### src/rtl/cpu_ram_ctrl.sv
// ---------------------------------------------------------------------------
// cpu_ram_ctrl
//
// Purpose: shares one single-port RAM between the instruction and data ports
// of a CPU. A request is arbitrated in IDLE, with data winning over
// instruction. The chosen request is latched and presented to the RAM until
// mem_ack arrives or the wait limit TMO expires. A completion is reported
// back to the CPU only if the live request still matches the one that was
// latched. Otherwise the controller returns to IDLE and re-arbitrates.
//
// States:
//   state | meaning
//   ------+----------------------------------------------------------
//   IDLE  | no RAM access; arbitrate and latch the next request
//   DACC  | data access outstanding; mem_req held, waiting for mem_ack
//   IACC  | instruction access outstanding; mem_req held, waiting
//
// Parameters:
//   ADDR_W  RAM word-address width
//   TMO     cycles to wait for mem_ack before the access times out (1..255)
//
// Ports:
//   clk                     rising-edge clock
//   rst                     synchronous active-high reset
//   iren, iaddr             instruction read request
//   iload, iwait            instruction data / not-yet-complete
//   dren, dwen, daddr       data request (dwen = byte enables, nonzero = write)
//   dstore                  lane-aligned store data
//   dload, dwait            data read result / not-yet-complete
//   mem_req, mem_we         RAM request / byte write enables (0 = read)
//   mem_addr, mem_wdata     RAM word address / write data
//   mem_rdata, mem_ack      RAM read data / one-cycle completion pulse
//   err                     sticky timeout flag, cleared only by rst
// ---------------------------------------------------------------------------
module cpu_ram_ctrl #(
    parameter int ADDR_W = 14,
    parameter int TMO    = 255
) (
    input  logic              clk,
    input  logic              rst,
    input  logic              iren,
    input  logic [31:0]       iaddr,
    output logic [31:0]       iload,
    output logic              iwait,
    input  logic              dren,
    input  logic [3:0]        dwen,
    input  logic [31:0]       daddr,
    input  logic [31:0]       dstore,
    output logic [31:0]       dload,
    output logic              dwait,
    output logic              mem_req,
    output logic [3:0]        mem_we,
    output logic [ADDR_W-1:0] mem_addr,
    output logic [31:0]       mem_wdata,
    input  logic [31:0]       mem_rdata,
    input  logic              mem_ack,
    output logic              err
);

    typedef enum logic [1:0] {
        IDLE = 2'd0,
        DACC = 2'd1,
        IACC = 2'd2
    } state_t;

    localparam logic [7:0]  TMO_CNT  = 8'(TMO);
    localparam logic [31:0] TMO_DATA = 32'hDEADBEEF;

    state_t      state, state_nx;
    logic [29:0] lat_word, lat_word_nx;
    logic [3:0]  lat_we, lat_we_nx;
    logic [31:0] lat_wdata, lat_wdata_nx;
    logic [7:0]  cnt, cnt_nx;
    logic        err_nx;

    logic        busy;
    logic        dreq;
    logic        d_match;
    logic        i_match;
    logic        tmo_hit;
    logic        finish;
    logic        d_done;
    logic        i_done;
    logic [31:0] done_data;

    // Byte offsets never reach the word-addressed RAM.
    logic unused_lsbs;
    assign unused_lsbs = ^{iaddr[1:0], daddr[1:0]};

    // ------------------------------------------------------------------
    // State and latch registers
    // ------------------------------------------------------------------
    always_ff @(posedge clk) begin
        if (rst) begin
            state     <= IDLE;
            lat_word  <= '0;
            lat_we    <= '0;
            lat_wdata <= '0;
            cnt       <= '0;
            err       <= 1'b0;
        end else begin
            state     <= state_nx;
            lat_word  <= lat_word_nx;
            lat_we    <= lat_we_nx;
            lat_wdata <= lat_wdata_nx;
            cnt       <= cnt_nx;
            err       <= err_nx;
        end
    end

    // ------------------------------------------------------------------
    // Request qualification
    // ------------------------------------------------------------------
    assign busy    = (state == DACC) || (state == IACC);
    assign dreq    = dren || (dwen != 4'b0000);

    // A completion is only handed back if the CPU is still asking for the
    // same thing. Otherwise the RAM result is stale and gets dropped.
    assign d_match = dreq && (daddr[31:2] == lat_word) && (dwen == lat_we);
    assign i_match = iren && (iaddr[31:2] == lat_word);

    // A real ack wins over a timeout that lands in the same cycle.
    assign tmo_hit = busy && !mem_ack && (cnt == TMO_CNT);
    assign finish  = busy && !rst && (mem_ack || tmo_hit);

    assign d_done  = finish && (state == DACC) && d_match;
    assign i_done  = finish && (state == IACC) && i_match;

    // ------------------------------------------------------------------
    // Next-state logic
    // ------------------------------------------------------------------
    always_comb begin
        state_nx     = state;
        lat_word_nx  = lat_word;
        lat_we_nx    = lat_we;
        lat_wdata_nx = lat_wdata;
        cnt_nx       = cnt;
        err_nx       = err;

        case (state)
            IDLE: begin
                if (dreq) begin
                    state_nx     = DACC;
                    lat_word_nx  = daddr[31:2];
                    lat_we_nx    = dwen;
                    lat_wdata_nx = dstore;
                    cnt_nx       = '0;
                end else if (iren) begin
                    state_nx     = IACC;
                    lat_word_nx  = iaddr[31:2];
                    lat_we_nx    = 4'b0000;
                    cnt_nx       = '0;
                end
            end

            DACC, IACC: begin
                if (mem_ack) begin
                    state_nx = IDLE;
                end else if (cnt == TMO_CNT) begin
                    // Abandon the access. Any ack that shows up later
                    // arrives in IDLE and is ignored there.
                    state_nx = IDLE;
                    err_nx   = 1'b1;
                end else begin
                    cnt_nx = cnt + 8'd1;
                end
            end

            default: begin
                state_nx = IDLE;
            end
        endcase
    end

    // ------------------------------------------------------------------
    // Outputs
    // ------------------------------------------------------------------
    assign done_data = tmo_hit ? TMO_DATA : mem_rdata;

    assign dload     = d_done ? done_data : 32'h0;
    assign iload     = i_done ? done_data : 32'h0;
    assign dwait     = dreq && !d_done;
    assign iwait     = iren && !i_done;

    assign mem_req   = busy && !rst;
    assign mem_we    = ((state == DACC) && !rst) ? lat_we : 4'b0000;
    assign mem_addr  = lat_word[ADDR_W-1:0];
    assign mem_wdata = lat_wdata;

endmodule

### config.mk
export PLATFORM = sky130hd
export DESIGN_NAME = cpu_ram_ctrl
export DESIGN_NICKNAME = d
export VERILOG_FILES = /design/src/rtl/cpu_ram_ctrl.sv
export SDC_FILE = /design/constraint.sdc
export NUM_CORES = 1
export LEC_CHECK = 0
export CORE_ASPECT_RATIO = 0.8
export CORE_MARGIN = 8
export CORE_UTILIZATION = 33
export CTS_BUF_LIST = sky130_fd_sc_hd__clkbuf_4
export CTS_CLUSTER_DIAMETER = 40
export DETAILED_ROUTE_END_ITERATION = 10
export GPL_TIMING_DRIVEN = 0
export PLACE_DENSITY = 0.66
export SLEW_MARGIN = 20
export SYNTH_ARGS = -nofsm -noshare
export SYNTH_HDL_FRONTEND = slang
export SYNTH_SLANG_ARGS = --single-unit
export TNS_END_PERCENT = 50
### constraint.sdc
create_clock -name clk -period 6.8 [get_ports clk]
set_input_delay 1.36 -clock clk [delete_from_list [all_inputs] [get_ports clk]]
set_output_delay 1.36 -clock clk [all_outputs]
set_load 0.05 [all_outputs]
==> impl_metrics.py <==
metrics = {
    "sta": {
        "rsz0062_at_grt": "false",
        "fin_skew_ns": 0.0266,
        "worst_slack_ns": 0.967,
        "min_period_ns": 5.83,
        "fin_tns_setup_ns": 0,
        "slew_violations": 0,
        "setup_viol": 0,
        "tightest_slew_ns": 0.609,
        "timing.fmax_mhz": 171,
        "hold_violations": 0,
        "timing.final.crit_share_pct": 85.8,
        "hold_ws_ns": 0.464,
        "relSlewSlack_pct": 59.4,
    },
    "synthesis": {
        "ys_warn_count": 0,
        "synthFlopType": "dfxtp_1",
        "yosysUniqueCellTypes": 37,
        "async_reset_ff_share_pct": 0,
        "syn_area_per_cell_um2": 7.57,
        "syn_area_um2": 4640,
        "synth-seq-cells": 77,
        "yosysTopAreaCell": "dfxtp_1",
        "yosys-top-cells-area": "dfxtp_1, nand2_1, xor2_1",
        "synth_top_area_share_pct": 33.2,
        "ys_seq_area_share_pct": 33.2,
        "synthCells": 613,
        "synth_edf_count": 0,
        "syn_nets": 754,
    },
    "floorplan": {
        "die_w_um": 149,
        "die_area_um2": 18100,
        "die_y_um": 122,
        "initial_core_util_pct": 34.0,
        "io_pins": 255,
        "num_rows": 38,
        "core_um2": 13600,
    },
    "clock_tree": {
        "cts_tree": "yes",
        "cts_root_buf": "clkbuf_4",
        "cts_hold_buffers": 0,
        "clkLatencyLatePin_ns": 0.47,
        "cts_resized": 0,
        "numCtsBuffers": 9,
        "clockBufferDepth": 2,
        "htreeDepth": 3,
        "post-cts-setup-buffer-count": 0,
        "cts.sinks": 77,
        "cts.clk_slew.worst_paths_ns": 0.15,
    },
    "grt": {
        "grt_max_degree": 15,
        "grt_overflow": 0,
        "grt-busiest-layer": "met2",
        "met3_usage_pct": 8.45,
        "grt_pass1_wl_um": 29900,
        "antenna_found_initial": 0,
        "grt.total_usage_pct": 20.9,
        "grt_pass1_vias": 5378,
        "use_met2_pct": 34.7,
        "met1_usage_pct": 25.3,
    },
    "detailed_routing": {
        "num_vias": 5277,
        "initialDrtViolationCount": 234,
        "drt_pre_antenna_iters": 5,
        "ant_nets": 0,
        "drt-wirelength-per-cell_um": 18.6,
        "routed_wl_um": 19700,
        "vias_per_cell": 4.98,
        "drc_errors": 0,
    },
    "worst_setup_path": {
        "r2r_setup_slack_ns": 4.45,
        "reg2reg_depth": 8,
        "timing.rr.end": "lat_word[8]$_SDFFE_PP0P_",
        "cp_max_fo": 10,
        "path_class": "input port to output pin",
        "cp-start-kind": "input port",
        "cp.required_ns": 5.44,
        "arrival_ns": 4.47,
        "setup.worst_path.end_class": "output pin",
        "reg2reg_from": "state[0]$_SDFFE_PP0P_",
    },
    "pwr": {
        "max-vdd-ir-drop_mv": 0.136,
        "p_per_area_nw_per_um2": 186,
        "leakage_nw": 2.87,
    },
    "finish": {
        "mostFrequentLayoutCells": "clkdlybuf4s50_1, nand2_1, dfxtp_1",
        "nNetsFinal": 1015,
        "final_common_cell": "clkdlybuf4s50_1",
        "fill_cells": 1276,
        "area_delta_synth_final_pct": 61.8,
        "antennaDiodeCount": 0,
        "drive_gt1_share_pct": 4.66,
    },
    "hold_path": {
        "hp-class": "register to register",
        "whs_endpoint": "mem_wdata[17]$_SDFFE_PP0P_",
        "hp-start": "mem_wdata[17]$_SDFFE_PP0P_",
        "worstHoldPathCells": 2,
    },
    "flow_run": {
        "cap_violations": 0,
    },
    "place": {
        "place_congestion": 0.884,
        "hpwl_um": 16000,
        "io_buffers": 250,
        "preCtsSetupSlack_ns": 0.961,
    },
    "outcome": {
        "outcome": "complete, no violations",
    },
}
==> worst max-delay path: stages <==
cell	delay (ns)
clkdlybuf4s50_1	0.44
xor2_1	0.16
nor4_1	0.40
nand4_1	0.32
nor4_4	0.53
buf_4	0.27
o21a_1	0.15
clkdlybuf4s50_1	0.83
==> how the worst max path moves through the flow <==
stage,start,endpoint,slack [ns],cells after the start
finish,iaddr[19],iload[21],0.97,8
detailed placement,iaddr[19],iload[21],0.96,8
floorplan,daddr[15],dload[14],2.25,6
global route,rst,dload[5],0.84,8
global placement,iren,iload[5],0.96,8
CTS,iren,iload[21],0.94,8
==> registers in the layout, indices dropped and copies added (netlist names) <==
name and count:
mem_wdata 32, cnt 8, lat_we 4, lat_word 30, state 2, err 1
==> kinds of logic after synthesis <==
| group | after synthesis | share of synthesized area, % |
|---|---|---|
| xor+xnor | 64 | 12.1 |
| simple gates | 271 | 26.9 |
| flops | 77 | 33.2 |
| compound gates | 137 | 20.1 |
| fa+ha+maj | 4 | 1.08 |
| buf+inv | 60 | 6.53 |
==> metrics by stage <==
stage	cell area, um2	std cells	power (mW)	util, %
after global routing	7510	1059	1.47	55.0
after global placement	7370	1043	1.10	54.0
after floorplan	4640	613	0.876	-
final	7510	1059	1.40	55.0
after CTS	7510	1059	1.41	55.0
after detailed placement	7370	1043	1.11	54.0
==> per-layer routing <==
| metal | part of all wire [%] | vias to the layer above |
|---|---|---|
| li1 | - | 2597 |
| met3 | 10 | 9 |
| met2 | 47 | 208 |
| met5 | 0 | - |
| met1 | 42 | 2463 |
| met4 | 0.55 | 0 |
==> Yosys cell counts (3+ instances only) <==
cell and n:
nand3_1 6, xnor2_1 6, nor4_1 14, buf_1 5, nor2_1 53, nor3_1 3, nand3b_1 3, ha_1 4
nand2_1 153, nor4_4 3, nor2b_1 5, or3_1 4, clkbuf_1 32, nand4_1 3, buf_4 16, o32ai_1 3
inv_1 3, nand2b_1 7, o21ai_0 5, a311oi_1 30, xor2_1 58, a21oi_1 47, and2_1 7, o21a_1 49
dfxtp_1 77
==> layout make-up <==
type                            instances  area (um2)  share of cell area [%]
Tap cell                              180         225                    3.00
Clock inverter                          7        71.3                   0.950
Buffer                                 57         292                    3.88
Clock buffer                            9        67.6                   0.900
Multi-Input combinational cell        476        2800                    37.2
Timing Repair Buffer                  250        2500                    33.3
Sequential cell                        77        1540                    20.5
Inverter                                3        11.3                   0.150
==> power breakdown <==
group          switching (mW)  internal, mW  leakage, nW
Sequential             0.0454         0.502        0.637
Combinational           0.328         0.227         2.16
Clock                   0.182         0.113       0.0720
Note: power is estimated with default switching activity, not from simulation.
==> variant, RTL diff (config.mk and constraints unchanged) <==
`ADDR_W`: 14 -> 13.
--- a/src/rtl/cpu_ram_ctrl.sv
+++ b/src/rtl/cpu_ram_ctrl.sv
@@ -33,7 +33,7 @@
 //   err                     sticky timeout flag, cleared only by rst
 // ---------------------------------------------------------------------------
 module cpu_ram_ctrl #(
-    parameter int ADDR_W = 14,
+    parameter int ADDR_W = 13,
     parameter int TMO    = 255
 ) (
     input  logic              clk,
Ports: changed (resized mem_addr); port bits go from 255 to 254. No check against the original RTL was run, so the function may have changed too.
==> variant against the unedited design <==
Routed wire length is 1.5% lower. Non-clock buffer count is 2 lower. Total power is 0.80% lower. Area after synthesis is 0.16% lower. Sequential cell count stayed put. Setup slack worse by 0.027 ns. Design area is 0.23% lower. Combinational power is 1% lower. Die area is 0.14% lower. Count of clock-buffer cells in the layout is 1 higher. Critical path type unchanged. Critical endpoint is now dload[7]. Largest power group is now sequential cells.
==> variant: results (changes against the unedited design) <==
{| class="wikitable"
! Metric !! Value
|-
| Global Route Usage Sum || 20.7% (was 20.9%)
|-
| Clk root buf || sky130_fd_sc_hd__clkbuf_4 (unchanged)
|-
| Routability cong. || 0.926 (was 0.884)
|-
| Met3 capacity usage during global routing || 8.71% (was 8.45%)
|-
| Vias in the first global route || 5,464 (was 5,378)
|-
| Global-route met1 utilization || 24.6% (was 25.3%)
|-
| Finished Layout Cells || 1,057 (was 1,059)
|-
| Met2 Resource Use GR || 34.6% (was 34.7%)
|-
| Initial drt markers || 305 (was 234)
|-
| Final net count || 1,013 (was 1,015)
|-
| Deepest level of the CTS H-tree || 3 (unchanged)
|-
| Static Leakage || 2.86 nW (was 2.87 nW)
|-
| # fillers || 1,263 (was 1,276)
|-
| Clock skew || 0.0143 ns (was 0.0266 ns)
|-
| Worst Min Path Start || mem_wdata[15]$_SDFFE_PP0P_ (was mem_wdata[17]$_SDFFE_PP0P_)
|-
| Synthesized instance count || 612 (was 613)
|-
| Worst hold path endpoint || mem_wdata[15]$_SDFFE_PP0P_ (was mem_wdata[17]$_SDFFE_PP0P_)
|-
| Minimum setup slack after placement || 0.942 ns (was 0.961 ns)
|-
| Clock transition at the registers of the reported paths || 0.13 ns (was 0.15 ns)
|-
| Number of distinct library cells after synthesis || 37 (unchanged)
|-
| Layout cells sized above 1 || 4.68% (was 4.66%)
|-
| Syn. warnings || 0 (unchanged)
|-
| Flop-to-flop setup slack || 4.51 ns (was 4.45 ns)
|-
| R2R Path End || lat_word[6]$_SDFFE_PP0P_ (was lat_word[8]$_SDFFE_PP0P_)
|-
| Arr. time, crit path || 4.50 ns (was 4.47 ns)
|-
| Maximum number of pins on one net before global-route repair || 14 (was 15)
|-
| Status || completed (unchanged)
|-
| Total of buffers placed on input and output ports || 249 (was 250)
|-
| Number of flip-flops under the largest register name || 32 (unchanged)
|-
| Detailed Place HPWL || 15,800 um (was 16,000 um)
|-
| Detailed-route via count || 5,345 (was 5,277)
|-
| Dominant cells by area after synthesis || sky130_fd_sc_hd__dfxtp_1 (33%), sky130_fd_sc_hd__nand2_1 (12%), sky130_fd_sc_hd__xor2_1 (11%) (unchanged)
|-
| Maximum ir drop on the vdd rail || 0.000196 V (was 0.000136 V)
|-
| Portion of the post-synthesis area used by sequential elements || 33.3% (was 33.2%)
|-
| Normalized max-slew margin || 59.7% (was 59.4%)
|-
| Switching power || 543 uW (was 555 uW)
|-
| Number of nets produced by synthesis || 753 (was 754)
|-
| Post-detailed-route wirelength per cell || 18.3 um (was 18.6 um)
|}
## variant: critical path: cells and delay by family
family / cells / cell delay [ns]
buffers and inverters: 3 / 1.62
AND/OR/NAND/NOR: 4 / 1.39
AO/OA/AOI/OAI: 1 / 0.12
## variant: layer usage
metal	routed length [um]	up-vias
met5	0	-
met4	223	0
met3	2170	19
met2	8960	257
met1	8020	2473
li1	-	2596
## variant: worst max-delay path by stage
stage                      endpoint  slack (ns)
final                      dload[7]        0.94
after CTS                  dload[7]        0.93
after floorplan           dload[14]        2.25
after global placement     dload[7]        0.98
after detailed placement   dload[7]        0.94
after global routing      dload[27]        0.77
## variant: power by group through the flow
stage | combinational (mW) | sequential (mW) | clock, mW
after detailed placement | 0.544 | 0.556 | 0
final | 0.546 | 0.547 | 0.292
after floorplan | 0.252 | 0.619 | 0
after global placement | 0.537 | 0.553 | 0
after global routing | 0.586 | 0.554 | 0.320
after CTS | 0.546 | 0.546 | 0.299
## variant: cell families after synthesis
family	count (synthesis)	share of synthesized area (%)
adder cells (fa/ha/maj)	4	1.08
buffers and inverters	59	6.38
flip-flops	77	33.3
XOR/XNOR	64	12.1
AO/OA/AOI/OAI	137	20.2
AND/OR/NAND/NOR	271	27.0
## variant: layout make-up
cell class	count	area [um2]	share of cell area, %
multi-input combinational	476	2800	37.3
inverter	3	11.3	0.150
sequential	77	1540	20.6
timing repair buffer	249	2490	33.3
buffer	56	284	3.79
clock inverter	6	63.8	0.852
tap	180	225	3.01
clock buffer	10	75.1	1.00
## variant: through the flow
step	instance area, um2	util, %	hold slack (ns)
final	7490	54.9	0.462
after global routing	7490	54.9	0.492
after CTS	7490	54.9	0.465
after detailed placement	7350	53.9	0.447
after global placement	7350	53.9	0.442
after floorplan	4630	-	0.456
